===== config.mk =====
export PLATFORM = sky130hd
export DESIGN_NAME = mem_responder
export DESIGN_NICKNAME = d
export VERILOG_FILES = /design/src/rtl/mem_responder.sv
export SDC_FILE = /design/constraint.sdc
export NUM_CORES = 2
export LEC_CHECK = 0
export CAP_MARGIN = 20
export CORE_UTILIZATION = 57
export CTS_BUF_LIST = sky130_fd_sc_hd__clkbuf_16
export DETAILED_ROUTE_END_ITERATION = 12
export HOLD_SLACK_MARGIN = 0.15
export PLACE_DENSITY_LB_ADDON = 0.2
export SKIP_CTS_REPAIR_TIMING = 1
export SYNTH_ARGS = -nofsm -noshare
export SYNTH_HDL_FRONTEND = slang
export SYNTH_SLANG_ARGS = --single-unit
export TNS_END_PERCENT = 50

===== constraint.sdc =====
create_clock -name CLK -period 4.3 [get_ports CLK]
set_input_delay 1.29 -clock CLK [delete_from_list [all_inputs] [get_ports CLK]]
set_output_delay 1.29 -clock CLK [all_outputs]
set_load 0.005 [all_outputs]

===== src/rtl/mem_responder.sv =====
// Word-addressed memory slave with a four-phase Req/Ack handshake and a fixed access latency.
// Optional MEM_RESP_STATS_EN adds saturating in-range read/write counters (RdCount, WrCount).
module mem_responder #(
    parameter int DEPTH = 128,
    parameter int LAT   = 2
) (
    input  logic        CLK,
    input  logic        RST,
    input  logic        Req,
    input  logic        RNW,
    input  logic [10:0] Adx,
    input  logic [31:0] WData,
    output logic        Ack,
    output logic [31:0] RData,
    output logic        Err,
    output logic        Busy
`ifdef MEM_RESP_STATS_EN
    ,
    output logic [15:0] RdCount,
    output logic [15:0] WrCount
`endif
);

    localparam int IDXW = $clog2(DEPTH);

    typedef enum logic [1:0] {IDLE, ACCESS, RESPOND} state_t;

    state_t          state, state_nxt;
    logic [3:0]      cnt, cnt_nxt;
    logic            ack_nxt;
    logic [31:0]     rdata_nxt;
    logic            err_nxt;
    logic            do_access;

    logic            rnw_q;
    logic [10:0]     adx_q;
    logic [31:0]     wdata_q;
    logic [31:0]     mem [DEPTH];

    logic            capture;
    logic            in_range;
    logic            mem_we;
    logic [IDXW-1:0] idx;

    assign capture  = (state == IDLE) && Req;
    assign in_range = ({1'b0, adx_q} < 12'(DEPTH));
    assign idx      = adx_q[IDXW-1:0];
    assign Busy     = (state != IDLE);
    assign mem_we   = do_access && !rnw_q && in_range && !RST;

    always_ff @(posedge CLK or posedge RST) begin
        if (RST) begin
            state <= IDLE;
            cnt   <= 4'd0;
            Ack   <= 1'b0;
            RData <= 32'd0;
            Err   <= 1'b0;
        end else begin
            state <= state_nxt;
            cnt   <= cnt_nxt;
            Ack   <= ack_nxt;
            RData <= rdata_nxt;
            Err   <= err_nxt;
        end
    end

    always_comb begin
        state_nxt = state;
        cnt_nxt   = cnt;
        ack_nxt   = Ack;
        rdata_nxt = RData;
        err_nxt   = Err;
        do_access = 1'b0;
        case (state)
            IDLE: begin
                if (Req) begin
                    state_nxt = ACCESS;
                    cnt_nxt   = 4'(LAT - 1);
                end
            end
            ACCESS: begin
                if (cnt != 4'd0) begin
                    cnt_nxt = cnt - 4'd1;
                end else begin
                    // The same edge commits the write and launches the response.
                    do_access = 1'b1;
                    state_nxt = RESPOND;
                    ack_nxt   = 1'b1;
                    err_nxt   = !in_range;
                    rdata_nxt = (in_range && rnw_q) ? mem[idx] : 32'd0;
                end
            end
            RESPOND: begin
                if (!Req) begin
                    state_nxt = IDLE;
                    ack_nxt   = 1'b0;
                end
            end
            default: state_nxt = IDLE;
        endcase
    end

    // Request fields and the array hold data only, so they carry no reset.
    always_ff @(posedge CLK) begin
        if (capture) begin
            rnw_q   <= RNW;
            adx_q   <= Adx;
            wdata_q <= WData;
        end
    end

    always_ff @(posedge CLK) begin
        if (mem_we) begin
            mem[idx] <= wdata_q;
        end
    end

`ifdef MEM_RESP_STATS_EN
    always_ff @(posedge CLK or posedge RST) begin
        if (RST) begin
            RdCount <= 16'd0;
            WrCount <= 16'd0;
        end else if (do_access && in_range) begin
            if (rnw_q && RdCount != 16'hFFFF) begin
                RdCount <= RdCount + 16'd1;
            end
            if (!rnw_q && WrCount != 16'hFFFF) begin
                WrCount <= WrCount + 16'd1;
            end
        end
    end
`endif

endmodule

Word-level counts from Yosys, hierarchy flattened
Memory sizes are Yosys's and may differ from the RTL's. A register that Yosys moved wholly into a read port is not among the register bits.
Cells that the tools add are included.
{"block": "totals", "regBits": 84, "mem_bits_rw": 4096, "in_bits": 47, "out_inout_bits": 35, "elab_cells": 51, "mem_count": 1}
{"block": "classes", "add_sub_neg": 1, "magnitude_cmp": 1, "n_eq_ne": 6, "mux": 16, "bitwise": 1, "n_reduce_logical": 17}
{"memory": "mem", "depth": 128, "width": 32, "read_ports": 1, "rd_clocked_by_memory_dff": 1, "wr": 1, "line": "38", "text": "logic [31:0] mem [DEPTH];"}
{"operator": "$mux W32", "n": 1}
{"operator": "$lt A11 B8 Y1 const B", "n": 1}
{"operator": "$reduce_and A3 Y1", "n": 3}
{"operator": "$mux W4", "n": 2}
{"operator": "$ne A2 B2 Y1 const B", "n": 4}
{"operator": "$pmux W4 S2", "n": 1}
{"operator": "$mux W7", "n": 1}
{"operator": "$mux W1", "n": 6}
{"operator": "$mux W2", "n": 3}
{"operator": "$pmux W2 S3", "n": 1}
{"operator": "$reduce_bool A2 Y1", "n": 3}
{"operator": "$logic_and A1 B1 Y1", "n": 5}
{"operator": "$reduce_bool A4 Y1", "n": 1}
{"operator": "$sub A4 B1 Y4 const B", "n": 1}
{"operator": "$logic_not A1 Y1", "n": 3}
{"operator": "$eq A2 B1 Y1 const B", "n": 1}
{"operator": "$eq A2 B2 Y1 const B", "n": 1}
{"operator": "$logic_not A2 Y1", "n": 1}
{"operator": "$pmux W1 S2", "n": 1}
{"operator": "$reduce_and A2 Y1", "n": 1}
{"operator": "$not A1 Y1", "n": 1}

Logic depth before layout (Yosys ltp)
{"block": "depth", "depth_word": 8, "ltp_mapped": 12, "depth_no_buf": 8}

Least setup slack after synthesis
OpenSTA, ideal clock, no wires.
{"block": "synth_path", "path_kind": "register to register", "from": "register cnt[0]", "to": "memory mem[110][0] (enable)", "setup_time_ns": 0.421, "arrival_ns": 3.671, "t_required_ns": 3.879, "path_slack_ns": 0.208, "path_stages_with_launch": 9, "period_less_slack_ns": 4.092, "path_cell_list": "dfrtp_1 inv_1 ha_1 or3b_1 or3_4 nor4_1 nand3_1 clkbuf_1 nor2_1"}
{"block": "synth_between", "elab_chain_len": 8}
{"item": "from (decl)", "line": "29", "text": "logic [3:0] cnt, cnt_nxt;"}
{"item": "from (signal assigned)", "line": "60", "text": "cnt <= cnt_nxt;"}
{"item": "$reduce_bool A4 Y1", "line": "82", "text": "if (cnt != 4'd0) begin"}
{"item": "$mux W1", "line": "82"}
{"item": "$mux W1", "line": "74", "text": "case (state)"}
{"item": "$logic_and A1 B1 Y1 (3 in a row)", "line": "49", "text": "assign mem_we = do_access && !rnw_q && in_range && !RST;"}
{"item": "$mux W1", "line": "113", "text": "if (mem_we) begin"}
{"item": "$mux W1 (not written as such)", "line": "114", "text": "mem[idx] <= wdata_q;"}
{"item": "to (decl)", "line": "38"}
Every way passes these cells.

==> flow_summary.ini <==
[sta]
fin_tns_setup_ns = 0
tightest_slew_ns = 1.294
clock.fmax_ghz = 0.2428
slew_headroom = 0.1373
skew_ns = 0.09220
timing.final.crit_period_ns = 4.118
final-setup-viol-count = 0
grt_setup_unrepaired = no
fin_crit_sh = 0.9576
hold_viol_final = 0
fin_ws_ns = 0.1821
slew_viol_final = 0

[floorplanning]
core-area_um2 = 279600
start_util = 0.5739
ioPinCount = 82
die_x_um = 532.6
die-area_um2 = 283700
rows = 194
die_y_um = 532.6

[power]
power_frac_seq = 0.446
p_switching_mw = 30.67
p_leak_nw = 58.82
power_frac_comb = 0.219
power_frac_clock = 0.335
finalPower_mw = 106.9
swShare = 0.2869
powerDensity_nw_per_um2 = 580.9
vdd_drop_max_mv = 0.4572
p_int_mw = 76.25

[run_status]
violations = DRC
status = finished, violations left

[placement]
io_buffers = 81
place_ws_ns = 0.2022
place_area_um2 = 170500
hpwlAfterDp_um = 243400
gp_congestion = 0.9437

[worst_setup_path]
path_max_fanout = 24
crit_top_cell = buf_4
crit_path_end_kind = flop
path_class = flop to flop
crit_chain = buf_4 -> nor2b_4 -> buf_4 -> a211oi_1 -> nor3_1 -> or4_1 -> nand3_1
start_kind = flop
cp.arrival_ns = 4.94
max_stage_delay_ns = 0.96
required_ns = 5.12
cp_slowest_cell = dfxtp_4

[routing]
num_vias = 78780
first_iter_violations = 12440
first_pass_iters = 11
wire_per_inst_um = 35.13
drtAntennaViolNets = 0
viasPerCell = 6.630
drc = 15
routed_wl_um = 417400

[clock_network]
cts_buffers = 412
cts-root-buf = clkbuf_16
clk_latency_ns = 0.98
cts_sinks = 4187
clk_pin_slew_ns = 0.06
clockBufferDepth = 4
htreeDepth = 5
cts_tree = yes

[global_routing]
grt_pass1_vias = 77120
grt_first_pass_wirelength_um = 588300
overflow = 0
grt_max_degree = 129
antenna_found_initial = 34
gr-usage-all-layers = 0.2953

[yosys]
synth_edf_count = 4140
synth.top_cell.area_share = 0.7747
synth_common_cells = edfxtp_1 (4140), mux4_2 (845), mux2i_1 (538)
yosysWarnings = 0
syn_inst = 7267
async_reset_ff_frac = 0.009553
yosys.area.top_type = edfxtp_1
ys_ff_latch = 4187
synth.distinct_cells = 48
syn_area_per_cell_um2 = 22.08
synth.most_common_cell = edfxtp_1
synthTopCellsByArea = edfxtp_1 (77%), mux4_2 (12%), mux2i_1 (3.4%), mux2_2 (1.7%), dfrtp_1 (0.62%)
seq_area_frac_synth = 0.7818
ys.flop_type = edfxtp_1
syn-cell-area_um2 = 160500
synth_nets = 7315

[finish]
fin_nets = 7839
area_growth_pct = 14.70
stdcell_area_um2 = 184100
final_layout_size_suffix_gt1_frac = 0.2781

[run]
maxCapViolCount = 0

[hold_path]
hold_class = flop to flop
## per-stage QoR
step                      instances  hold slack, ns  utilization
after floorplan                7267          0.4625            -
after global placement        11100          0.5034       0.6096
after detailed placement      11100          0.5011       0.6097
after CTS                     11870          0.5088       0.6580
after global routing          11870          0.5320       0.6582
final                         11880          0.5189       0.6583
## per-layer routing
metal	vias up	track usage	routed length, µm
met5	-	0	91
met4	12	0.1170	18950
met3	762	0.06025	46310
met2	4789	0.4390	190900
met1	41520	0.4352	161100
li1	31690	-	-
## final timing paths
path / from / endpoint / slack [ns] / cells past startpoint
min in group asynchronous: RST / cnt[1] / 1.08 / 2
worst max-delay path: flop / RData[24] / 0.18 / 7
worst max register to register: flop / RData[24] / 0.18 / 7
max in group asynchronous: RST / RData[19] / 2.63 / 3
worst min register to register: cnt[0] / cnt[0] / 0.52 / 1
worst min-delay path: cnt[0] / cnt[0] / 0.52 / 1
## critical path, delay by kind of cell, from the launching register on
kind                   cells  cell delay (ns)
AND/OR/NAND/NOR            4             2.03
flip-flops                 1             0.96
buffers and inverters      2             0.76
AO/OA/AOI/OAI              1             0.11
## power by group through the flow
stage	Combinational (mW)	Sequential [mW]	Clock, mW
after floorplan	12.9	49.2	0
after global placement	23.0	48.5	0
after detailed placement	23.3	48.5	0
after CTS	23.3	47.7	36.2
after global routing	24.3	47.6	37.7
final	23.4	47.7	35.8
## state kept, by name, summed over array words and instances, names as in the netlist, 2 cells and up, named ones only
register	flops
RData	32
adx_q	11
cnt	4
mem	4096
state	2
wdata_q	32
## cell families after synthesis
kind of cell | Yosys count | share of synthesized area
buf+inv | 405 | 0.01240
simple gates | 585 | 0.01647
compound gates | 464 | 0.02015
mux | 1623 | 0.1690
fa+ha+maj | 1 | 0.00007796
flops | 4187 | 0.7818
xor+xnor | 2 | 0.0001092
## cells in the final DEF, fill, tap and decap left out, types with 45 or more instances in the layout
| cell | netlist | routed |
|---|---|---|
| a211oi_1 | 63 | 63 |
| a22o_1 | 45 | 45 |
| buf_12 | 0 | 174 |
| buf_4 | 49 | 252 |
| bufinv_16 | 0 | 46 |
| clkbuf_16 | 0 | 417 |
| clkdlybuf4s50_1 | 0 | 81 |
| clkinv_1 | 0 | 105 |
| clkinv_2 | 0 | 85 |
| edfxtp_1 | 4140 | 4140 |
| inv_1 | 6 | 83 |
| mux2_2 | 240 | 240 |
| mux2i_1 | 538 | 538 |
| mux4_2 | 845 | 845 |
| nand2_1 | 118 | 111 |
| nand3_1 | 117 | 115 |
| nor2_1 | 218 | 87 |
| nor2_4 | 0 | 131 |
| nor3_1 | 77 | 76 |
| o21ai_0 | 117 | 117 |
| o221ai_1 | 51 | 51 |
| o22ai_1 | 65 | 65 |
## cell type report
class / instances / area [µm²]
Multi-Input combinational cell: 2675 / 34140
Tap cell: 3724 / 4659
Inverter: 6 / 22.52
Clock inverter: 353 / 3087
Sequential cell: 4187 / 125500
Antenna cell: 11 / 27.53
Clock buffer: 417 / 10440
Fill cell: 17800 / 95560
Timing Repair Buffer: 509 / 6218
No activity file was read; power rests on OpenSTA's default activity.
